==> config.mk <==
export PLATFORM = sky130hd
export DESIGN_NAME = daq_event_builder_flat
export DESIGN_NICKNAME = d
export VERILOG_FILES = /design/src/rtl/daq_pkg.sv /design/src/rtl/daq_event_builder_if.sv /design/src/rtl/daq_crc16_64.sv /design/src/rtl/daq_event_builder.sv /design/src/flat_wrapper.sv
export SDC_FILE = /design/constraint.sdc
export NUM_CORES = 1
export LEC_CHECK = 0
export ABC_CLOCK_PERIOD_IN_PS = 6200
export CAP_MARGIN = 10
export CORE_UTILIZATION = 40
export CTS_CLUSTER_SIZE = 12
export DETAILED_ROUTE_END_ITERATION = 7
export HOLD_SLACK_MARGIN = 0.1
export PLACE_DENSITY = 0.74
export SLEW_MARGIN = 10
export SYNTH_ARGS = -nofsm -noshare
export SYNTH_HDL_FRONTEND = slang
export SYNTH_HIERARCHICAL = 1
export SYNTH_SLANG_ARGS = --single-unit
==> constraint.sdc <==
create_clock -name clk -period 6.2 [get_ports clk]
set_input_delay 0.93 -clock clk [delete_from_list [all_inputs] [get_ports clk]]
set_output_delay 0.93 -clock clk [all_outputs]
set_load 0.02 [all_outputs]
==> src/rtl/daq_pkg.sv <==
// daq_pkg: shared states, CDF framing constants and CRC-16-CCITT constants for the DAQ event builder
package daq_pkg;
  typedef enum logic [2:0] {IDLE, HEADER, PAYLOAD, DRAIN, TRAILER} state_t;
  localparam logic [3:0] BOE = 4'h5;
  localparam logic [3:0] EOE = 4'hA;
  localparam int EVT_W = 24;
  localparam int LEN_W = 24;
  localparam int SRC_W = 12;
  localparam int CRC_W = 16;
  localparam logic [CRC_W-1:0] CRC_POLY = 16'h1021;
  localparam logic [CRC_W-1:0] CRC_INIT = 16'hFFFF;
  function automatic logic [63:0] mk_header(input logic [EVT_W-1:0] evt, input logic [SRC_W-1:0] src);
    return {BOE, 4'h0, evt, 12'h000, src, 8'h00};
  endfunction
  function automatic logic [63:0] mk_trailer(input logic [LEN_W-1:0] len, input logic [CRC_W-1:0] crc, input logic trunc);
    return {EOE, 4'h0, len, crc, 15'h0, trunc};
  endfunction
endpackage

==> src/rtl/daq_event_builder_if.sv <==
// daq_event_builder_if: 32-bit AXI-Stream input plus DAQ link event port
interface daq_event_builder_if;
  logic        s_axis_tvalid;
  logic        s_axis_tready;
  logic [31:0] s_axis_tdata;
  logic        s_axis_tlast;
  logic        daq_valid;
  logic        daq_header;
  logic        daq_trailer;
  logic [63:0] daq_data;
  logic        daq_ready;
  logic        daq_almost_full;
  modport master (
    output s_axis_tvalid, s_axis_tdata, s_axis_tlast, daq_ready, daq_almost_full,
    input  s_axis_tready, daq_valid, daq_header, daq_trailer, daq_data
  );
  modport slave (
    input  s_axis_tvalid, s_axis_tdata, s_axis_tlast, daq_ready, daq_almost_full,
    output s_axis_tready, daq_valid, daq_header, daq_trailer, daq_data
  );
endinterface

==> src/rtl/daq_crc16_64.sv <==
// daq_crc16_64: CRC-16-CCITT accumulator consuming one 64-bit word per cycle, MSB first
module daq_crc16_64
  import daq_pkg::*;
(
  input  logic             clk,
  input  logic             reset,
  input  logic             clr,
  input  logic             en,
  input  logic [63:0]      data,
  output logic [CRC_W-1:0] crc
);
  logic [CRC_W-1:0] crc_q, crc_d, step;
  always_comb begin
    step = crc_q;
    for (int i = 63; i >= 0; i--) step = {step[CRC_W-2:0], 1'b0} ^ ((step[CRC_W-1] ^ data[i]) ? CRC_POLY : '0);
    crc_d = clr ? CRC_INIT : en ? step : crc_q;
  end
  always_ff @(posedge clk or posedge reset)
    if (reset) crc_q <= CRC_INIT;
    else crc_q <= crc_d;
  assign crc = crc_q;
endmodule

==> src/rtl/daq_event_builder.sv <==
// daq_event_builder: wraps AXI-Stream frames into header/payload/trailer events for the DAQ link.
// Define DAQ_EVENT_BUILDER_CRC_EN to fill trailer bits [31:16] with a CRC-16-CCITT.
module daq_event_builder
  import daq_pkg::*;
#(
  parameter logic [SRC_W-1:0] SOURCE_ID   = 12'h000,
  parameter int               MAX_PAYLOAD = 4096
) (
  input  logic                  clk,
  input  logic                  reset,
  daq_event_builder_if.slave    bus,
  output logic [EVT_W-1:0]      evt_count,
  output logic                  truncated
);
  state_t state_q, state_d;
  logic hi_q, hi_d, trunc_q, trunc_d;
  logic [31:0] lo_q, lo_d;
  logic [LEN_W-1:0] pcnt_q, pcnt_d;
  logic [EVT_W-1:0] evt_q, evt_d;
  logic valid_q, valid_d, header_q, header_d, trailer_q, trailer_d, truncated_q, truncated_d;
  logic [63:0] data_q, data_d;
  logic [CRC_W-1:0] crc;
  logic ok, hs;
  assign ok = bus.daq_ready & ~bus.daq_almost_full;
  assign bus.s_axis_tready = (state_q == DRAIN) || (state_q == PAYLOAD && ok);
  assign hs = bus.s_axis_tvalid & bus.s_axis_tready;
  always_comb begin
    state_d = state_q;
    hi_d = hi_q;
    trunc_d = trunc_q;
    lo_d = lo_q;
    pcnt_d = pcnt_q;
    evt_d = evt_q;
    valid_d = 1'b0;
    header_d = 1'b0;
    trailer_d = 1'b0;
    truncated_d = 1'b0;
    data_d = '0;
    case (state_q)
      IDLE: if (bus.s_axis_tvalid && ok) state_d = HEADER;
      HEADER: if (ok) begin
        valid_d = 1'b1;
        header_d = 1'b1;
        data_d = mk_header(evt_q, SOURCE_ID);
        state_d = PAYLOAD;
      end
      PAYLOAD: if (hs) begin
        if (!hi_q && !bus.s_axis_tlast) begin
          lo_d = bus.s_axis_tdata;
          hi_d = 1'b1;
        end else begin
          // a tlast on the low lane closes the word with a zero high half
          valid_d = 1'b1;
          data_d = hi_q ? {bus.s_axis_tdata, lo_q} : {32'h0, bus.s_axis_tdata};
          pcnt_d = pcnt_q + 1'b1;
          hi_d = 1'b0;
          if (bus.s_axis_tlast) state_d = TRAILER;
          else if (pcnt_d == LEN_W'(MAX_PAYLOAD)) begin
            trunc_d = 1'b1;
            state_d = DRAIN;
          end
        end
      end
      DRAIN: if (hs && bus.s_axis_tlast) state_d = TRAILER;
      TRAILER: if (ok) begin
        valid_d = 1'b1;
        trailer_d = 1'b1;
        data_d = mk_trailer(pcnt_q + LEN_W'(2), crc, trunc_q);
        evt_d = evt_q + 1'b1;
        truncated_d = trunc_q;
        trunc_d = 1'b0;
        pcnt_d = '0;
        state_d = IDLE;
      end
      default: state_d = IDLE;
    endcase
  end
  always_ff @(posedge clk or posedge reset)
    if (reset) begin
      state_q <= IDLE;
      hi_q <= 1'b0;
      trunc_q <= 1'b0;
      lo_q <= '0;
      pcnt_q <= '0;
      evt_q <= '0;
      valid_q <= 1'b0;
      header_q <= 1'b0;
      trailer_q <= 1'b0;
      truncated_q <= 1'b0;
      data_q <= '0;
    end else begin
      state_q <= state_d;
      hi_q <= hi_d;
      trunc_q <= trunc_d;
      lo_q <= lo_d;
      pcnt_q <= pcnt_d;
      evt_q <= evt_d;
      valid_q <= valid_d;
      header_q <= header_d;
      trailer_q <= trailer_d;
      truncated_q <= truncated_d;
      data_q <= data_d;
    end
`ifdef DAQ_EVENT_BUILDER_CRC_EN
  daq_crc16_64 u_crc (
    .clk   (clk),
    .reset (reset),
    .clr   (trailer_d),
    .en    (valid_d & ~trailer_d),
    .data  (data_d),
    .crc   (crc)
  );
`else
  assign crc = '0;
`endif
  assign bus.daq_valid = valid_q;
  assign bus.daq_header = header_q;
  assign bus.daq_trailer = trailer_q;
  assign bus.daq_data = data_q;
  assign evt_count = evt_q;
  assign truncated = truncated_q;
endmodule

==> src/flat_wrapper.sv <==
// flat-port wrapper written by rule: the top's interface ports become plain ports
module daq_event_builder_flat import daq_pkg::*;
#(
  parameter logic [SRC_W-1:0] SOURCE_ID   = 12'h000,
  parameter int               MAX_PAYLOAD = 4096
)
  (clk, reset, evt_count, truncated, bus_s_axis_tvalid, bus_s_axis_tdata, bus_s_axis_tlast, bus_daq_ready, bus_daq_almost_full, bus_s_axis_tready, bus_daq_valid, bus_daq_header, bus_daq_trailer, bus_daq_data);
  daq_event_builder_if bus_i ();
  input  logic clk;
  input  logic reset;
  output logic [EVT_W-1:0] evt_count;
  output logic truncated;
  input wire logic [$bits(bus_i.s_axis_tvalid)-1:0] bus_s_axis_tvalid;
  input wire logic [$bits(bus_i.s_axis_tdata)-1:0] bus_s_axis_tdata;
  input wire logic [$bits(bus_i.s_axis_tlast)-1:0] bus_s_axis_tlast;
  input wire logic [$bits(bus_i.daq_ready)-1:0] bus_daq_ready;
  input wire logic [$bits(bus_i.daq_almost_full)-1:0] bus_daq_almost_full;
  output wire logic [$bits(bus_i.s_axis_tready)-1:0] bus_s_axis_tready;
  output wire logic [$bits(bus_i.daq_valid)-1:0] bus_daq_valid;
  output wire logic [$bits(bus_i.daq_header)-1:0] bus_daq_header;
  output wire logic [$bits(bus_i.daq_trailer)-1:0] bus_daq_trailer;
  output wire logic [$bits(bus_i.daq_data)-1:0] bus_daq_data;
  assign bus_i.s_axis_tvalid = bus_s_axis_tvalid;
  assign bus_i.s_axis_tdata = bus_s_axis_tdata;
  assign bus_i.s_axis_tlast = bus_s_axis_tlast;
  assign bus_i.daq_ready = bus_daq_ready;
  assign bus_i.daq_almost_full = bus_daq_almost_full;
  assign bus_s_axis_tready = bus_i.s_axis_tready;
  assign bus_daq_valid = bus_i.daq_valid;
  assign bus_daq_header = bus_i.daq_header;
  assign bus_daq_trailer = bus_i.daq_trailer;
  assign bus_daq_data = bus_i.daq_data;
  daq_event_builder #(.SOURCE_ID(SOURCE_ID), .MAX_PAYLOAD(MAX_PAYLOAD)) u_core (.clk(clk), .reset(reset), .bus(bus_i), .evt_count(evt_count), .truncated(truncated));
endmodule
==> results of run 1 <==
synthesized netlist by cell type (all sizes together), types with 3 or more instances:
cell,count
dfrtp,153
nor2,75
o21ai,66
nand2,52
xnor2,35
mux2i,33
mux2,32
clkbuf,26
buf,22
a22oi,21
nand4,20
nor3,19
nand3,18
xor2,17
inv,11
and3,9
nor4,9
a21oi,8
nand2b,5
o31ai,5
ha,4
a211oi,3
a21o,3
and2,3
flip-flops by register name, summed over array words and instances, names as in the netlist:
name / count
u_core/lo_q: 32
u_core/hi_q: 1
u_core/bus.daq_data: 64
u_core/trunc_q: 1
u_core/truncated: 1
u_core/evt_count: 24
u_core/state_q: 3
u_core/pcnt_q: 24
u_core/bus.daq_header: 1
u_core/bus.daq_valid: 1
u_core/bus.daq_trailer: 1
path summary, 6_finish.rpt:
check / to
max in group asynchronous: u_core/bus.daq_data[14]$_DFF_PP0_
worst min register to register: u_core/lo_q[2]$_DFFE_PP0P_
worst min-delay path: u_core/lo_q[2]$_DFFE_PP0P_
worst max register to register: u_core/state_q[0]$_DFFE_PP0P_
min in group asynchronous: u_core/lo_q[1]$_DFFE_PP0P_
worst max-delay path: bus_s_axis_tready
power breakdown:
| group | internal, mW | leakage, nW | switching, mW |
|---|---|---|---|
| logic | 0.280 | 1.64 | 0.309 |
| registers | 1.13 | 2.08 | 0.109 |
| clock network | 0.610 | 0.278 | 0.401 |
| total | 2.02 | 4.00 | 0.820 |
per-stage QoR:
stage / worst slack [ns] / utilization / power (mW) / std cells
after floorplan: 1.15 / - / 1.65 / 680
after global placement: 2.81 / 0.494 / 1.83 / 994
after detailed placement: 2.77 / 0.494 / 1.84 / 994
after CTS: 2.77 / 0.528 / 2.85 / 1025
after global routing: 2.67 / 0.528 / 2.97 / 1025
final: 2.75 / 0.528 / 2.84 / 1025
cells by family after synthesis:
family / Yosys count / synth area share
simple gates: 223 / 0.156
fa+ha+maj: 4 / 0.00698
buf+inv: 59 / 0.0353
xor+xnor: 52 / 0.0635
compound gates: 124 / 0.108
mux: 65 / 0.0963
flops: 153 / 0.534
cell type report:
cell class / instances / area [um2] / share of cell area
Clock buffer: 20 / 457 / 0.0497
Sequential cell: 153 / 3830 / 0.417
Timing Repair Buffer: 137 / 1350 / 0.147
Tap cell: 225 / 282 / 0.0306
Clock inverter: 11 / 124 / 0.0135
Inverter: 11 / 46.3 / 0.00504
Multi-Input combinational cell: 468 / 3100 / 0.337
layer usage:
metal  share of wire  up-vias  GRT usage
met4           0.017        0     0.0716
met1            0.46     2775      0.282
met5               0        -          0
li1                -     2613          -
met2            0.47      198      0.318
met3           0.057       26     0.0433
==> flow_summary.yaml, run 1 <==
run_status:
  status: "finished clean"
min_path:
  holdCritStartpoint: "u_core/lo_q[2]$_DFFE_PP0P_"
  hold_class: "flop to flop"
  hold_path_depth: 1
yosys:
  ys_seq_elements: 153
  seq_area_frac_synth: 0.534
  postSynthAreaPerCell_um2: 10.5
  netlist_instances: 680
  synthTopCellsByArea: "dfrtp_1 (53%), mux2i_1 (4.6%), mux2_2 (4.4%), o21ai_0 (4.3%), xnor2_1 (4.3%)"
  synth_enable_flop_cells: 0
  ys_warn_count: 6
  synth_cell_type_count: 59
  ys.flop_type: "dfrtp_1"
  synth_fp_nets: 722
  netlist_area_um2: 7170
  synth_top_area_cell: "dfrtp_1"
  synthArstFlopShare: 1.00
  synth_top_area_share: 0.534
critical_path:
  crit_fanout: 4
  crit_path_start: "bus_daq_ready"
  cpMaxStageDelayCell: "clkdlybuf4s50_1"
  cp.depth: 5
  cp.buffers_inverters: 2
  endpoint_kind: "output port"
  worstPathRequired_ns: 5.27
  r2r_start: "u_core/pcnt_q[2]$_DFFE_PP0P_"
  slowest_delay_ns: 0.61
  reg2reg_slack_ns: 3.18
  cp-start-kind: "primary input"
  path_cells: "clkdlybuf4s50_1, nor2b_1, nor2_1, nor2_1, clkdlybuf4s50_1"
  crit_family: "buffers and inverters"
  r2r_cells: 7
  arrival_ns: 2.52
  worstSetupPathType: "primary input to output port"
place:
  hpwl_um: 12600
  dpl-instance-area_um2: 8610
  routabilityCongestion: 0.857
  io_buffers: 130
detailed_routing:
  drc: 0
  drt_iter0_drc: 541
  routed_wl_um: 18200
  post_drt_wl_per_cell_um: 17.8
  dr.pass1.iters: 6
  ant_nets: 0
  via_per_inst: 5.48
  num_vias: 5612
pwr:
  p_leak_nw: 4.00
  powerDensity_nw_per_um2: 309
  vdd_drop_max_mv: 0.195
clock_network:
  post_cts_buffers: 0
  cts.clk_slew.worst_paths_ns: 0.06
  ctsResizeCount: 0
  cts_hold_repair.buffers: 0
  cts-root-buf: "clkbuf_16"
  clockBufferDepth: 2
  clock-sinks: 153
  cts_tree: "built"
  worstSkewPairLatency_ns: 0.42
  htree_num_levels: 4
  cts_buffers: 17
flow_run:
  max_cap_viol_count: 0
grt:
  grt_pass1_vias: 5182
  grt_pass1_wl_um: 28600
  antenna_found_initial: 0
  grt_overflow_total: 0
  grtUsageTotal: 0.205
  grt_max_degree: 113
floorplan:
  floorplan.initialDensity: 0.412
  dieArea_um2: 18500
  die_y_um: 136
  core_um2: 17400
  ios: 131
  die_w_um: 136
  rows: 48
sta:
  slew_headroom: 0.232
  hold_viol_final: 0
  layout_min_cycle_time_ns: 3.45
  slew_viol_final: 0
  fmax_mhz: 290
  tns_ns: 0
  rsz0062_at_grt: "false"
  skew_ns: 0.00721
  finalCritPeriodShare: 0.556
  whs_ns: 0.488
  max_slew.worst_pin.slew_ns: 1.15
  setup_violations: 0
cells_and_area:
  n_antenna_cell: 0
  nNetsFinal: 830
  final_cell_area_um2: 9190
  fillers: 1504
  drive_gt1_frac: 0.103
  syn_to_final_growth_pct: 28.2
  mostFrequentLayoutCells: "dfrtp_1 (152), clkdlybuf4s50_1 (130), nor2_1 (75)"
  final_common_cell: "dfrtp_1"
No activity file was read; power rests on OpenSTA's default activity.
==> inputs of run 2 (changes only) <==
--- a/config.mk
+++ b/config.mk
@@ -5,7 +5,7 @@
 export SDC_FILE = /design/constraint.sdc
 export NUM_CORES = 1
 export LEC_CHECK = 0
-export ABC_CLOCK_PERIOD_IN_PS = 6200
+export ABC_CLOCK_PERIOD_IN_PS = 3200
 export CAP_MARGIN = 10
 export CORE_UTILIZATION = 40
 export CTS_CLUSTER_SIZE = 12
==> constraint.sdc (replaced) <==
create_clock -name clk -period 3.2 [get_ports clk]
set_input_delay 0.48 -clock clk [delete_from_list [all_inputs] [get_ports clk]]
set_output_delay 0.48 -clock clk [all_outputs]
set_load 0.02 [all_outputs]
==> flow_summary.yaml, run 2 (synthesis results as in run 1) <==
grt:
  grt_pass1_vias: 5487
  grt_overflow_total: 0
  grt_max_degree: 57
  grtUsageTotal: 0.211
  antenna_found_initial: 0
  grt_pass1_wl_um: 29600
clock_network:
  htree_num_levels: 4
  cts.clk_slew.worst_paths_ns: 0.06
  ctsResizeCount: 0
  post_cts_buffers: 0
  cts_hold_repair.buffers: 0
  clockBufferDepth: 2
  cts_buffers: 17
  clock-sinks: 153
  cts-root-buf: "clkbuf_16"
  cts_tree: "built"
  worstSkewPairLatency_ns: 0.42
detailed_routing:
  num_vias: 5692
  routed_wl_um: 18500
  dr.pass1.iters: 5
  drt_iter0_drc: 531
  via_per_inst: 5.51
  post_drt_wl_per_cell_um: 17.9
  ant_nets: 0
  drc: 0
sta:
  rsz0062_at_grt: "false"
  slew_viol_final: 0
  max_slew.worst_pin.slew_ns: 0.780
  tns_ns: 0
  layout_min_cycle_time_ns: 2.82
  whs_ns: 0.431
  hold_viol_final: 0
  fmax_mhz: 355
  setup_violations: 0
  skew_ns: 0.00775
  finalWorstSetupSlack_ns: 0.379
  finalCritPeriodShare: 0.881
  slew_headroom: 0.475
critical_path:
  worstPathRequired_ns: 3.54
  crit_path_start: "u_core/pcnt_q[2]$_DFFE_PP0P_"
  cpMaxStageDelayCell: "nor4b_1"
  endpoint: "u_core/state_q[0]$_DFFE_PP0P_"
  worstSetupPathType: "flop to flop"
  crit_family: "simple AND/OR/NAND/NOR gates"
  crit_fanout: 9
  arrival_ns: 3.16
  cp.depth: 8
  r2r_start: "u_core/pcnt_q[2]$_DFFE_PP0P_"
  path_cells: "ha_1, nand4_2, nor4_2, buf_4, xor2_1, nor4b_1, nand3_1, o21ai_1"
  reg2reg_slack_ns: 0.38
  slowest_delay_ns: 0.62
  cp.buffers_inverters: 1
  rr_endpoint: "u_core/state_q[0]$_DFFE_PP0P_"
  r2r_cells: 8
  cp-start-kind: "flop"
  endpoint_kind: "flop"
floorplan:
  core_um2: 17400
  die_y_um: 136
  floorplan.initialDensity: 0.412
  dieArea_um2: 18500
  ios: 131
  die_w_um: 136
  rows: 48
cells_and_area:
  fillers: 1497
  final_cell_area_um2: 9310
  syn_to_final_growth_pct: 29.9
  nNetsFinal: 840
  n_antenna_cell: 0
  final_cells: 1033
  fin_util: 0.535
  mostFrequentLayoutCells: "dfrtp_1 (152), clkdlybuf4s50_1 (130), nor2_1 (75)"
  multi_input_area_um2: 3100
  regArea_um2: 3830
  drive_gt1_frac: 0.113
  final_common_cell: "dfrtp_1"
  largest_reg_flops: 64
place:
  post-place-ws_ns: 0.484
  hpwl_um: 13000
  io_buffers: 130
  dpl-instance-area_um2: 8690
  dp_cells: 1004
  routabilityCongestion: 0.891
pwr:
  powerDensity_nw_per_um2: 613
  power_mw: 5.71
  p_leak_nw: 4.07
  vdd_drop_max_mv: 0.440
min_path:
  hold_class: "primary input to async pin"
run_status:
  status: "finished clean"
flow_run:
  max_cap_viol_count: 0
-- run 2: changes by cell type in the layout (fill, tap and decap cells not counted), sizes merged --
cell / before / now
buf: 7 / 17
clkinv: 6 / 3
bufinv: 2 / 4
clkbuf: 20 / 19
clkinvlp: 3 / 2
inv: 11 / 12
-- run 2: worst reg2reg max path, cell delays in order, from the launching register on --
cell	delay, ns
dfrtp_1	0.49
ha_1	0.37
nand4_2	0.29
nor4_2	0.39
buf_4	0.21
xor2_1	0.09
nor4b_1	0.62
nand3_1	0.16
o21ai_1	0.13
-- run 2: layer usage --
| layer | GRT usage | wire [um] | up-vias |
|---|---|---|---|
| li1 | - | - | 2631 |
| met1 | 0.283 | 8030 | 2798 |
| met2 | 0.329 | 8760 | 226 |
| met3 | 0.0496 | 1310 | 37 |
| met4 | 0.0796 | 427 | 0 |
| met5 | 0 | 0 | - |
-- run 2: where the power goes --
group / internal (mW) / switching [mW] / leakage [nW] / total [mW]
clock: 1.34 / 0.784 / 0.302 / 2.12
sequential: 2.18 / 0.187 / 2.08 / 2.37
combinational: 0.564 / 0.650 / 1.69 / 1.21
-- run 2: worst min-delay path by stage --
stage	start	slack, ns	endpoint	cells past startpoint
finish	reset	0.43	u_core/bus.daq_data[61]$_DFF_PP0_	2
global placement	u_core/lo_q[27]$_DFFE_PP0P_	0.47	u_core/lo_q[27]$_DFFE_PP0P_	1
CTS	reset	0.43	u_core/bus.daq_data[61]$_DFF_PP0_	2
detailed placement	u_core/lo_q[27]$_DFFE_PP0P_	0.48	u_core/lo_q[27]$_DFFE_PP0P_	1
global route	reset	0.45	u_core/bus.daq_data[61]$_DFF_PP0_	2
floorplan	u_core/trunc_q$_DFFE_PP0P_	0.45	u_core/trunc_q$_DFFE_PP0P_	2
-- run 2: cell type report --
class | instances | share of cell area
clock buffer | 19 | 0.0486
clock inverter | 10 | 0.0180
inverter | 11 | 0.00484
multi-input combinational | 468 | 0.332
sequential | 153 | 0.411
tap | 225 | 0.0302
timing repair buffer | 147 | 0.155
==> inputs of run 3 (changes only) <==
--- a/config.mk
+++ b/config.mk
@@ -5,7 +5,6 @@
 export SDC_FILE = /design/constraint.sdc
 export NUM_CORES = 1
 export LEC_CHECK = 0
-export ABC_CLOCK_PERIOD_IN_PS = 3200
 export CAP_MARGIN = 10
 export CORE_UTILIZATION = 40
 export CTS_CLUSTER_SIZE = 12
==> results of run 3 <==
The final DEF is identical to that of run 2; final timing and power are the same.
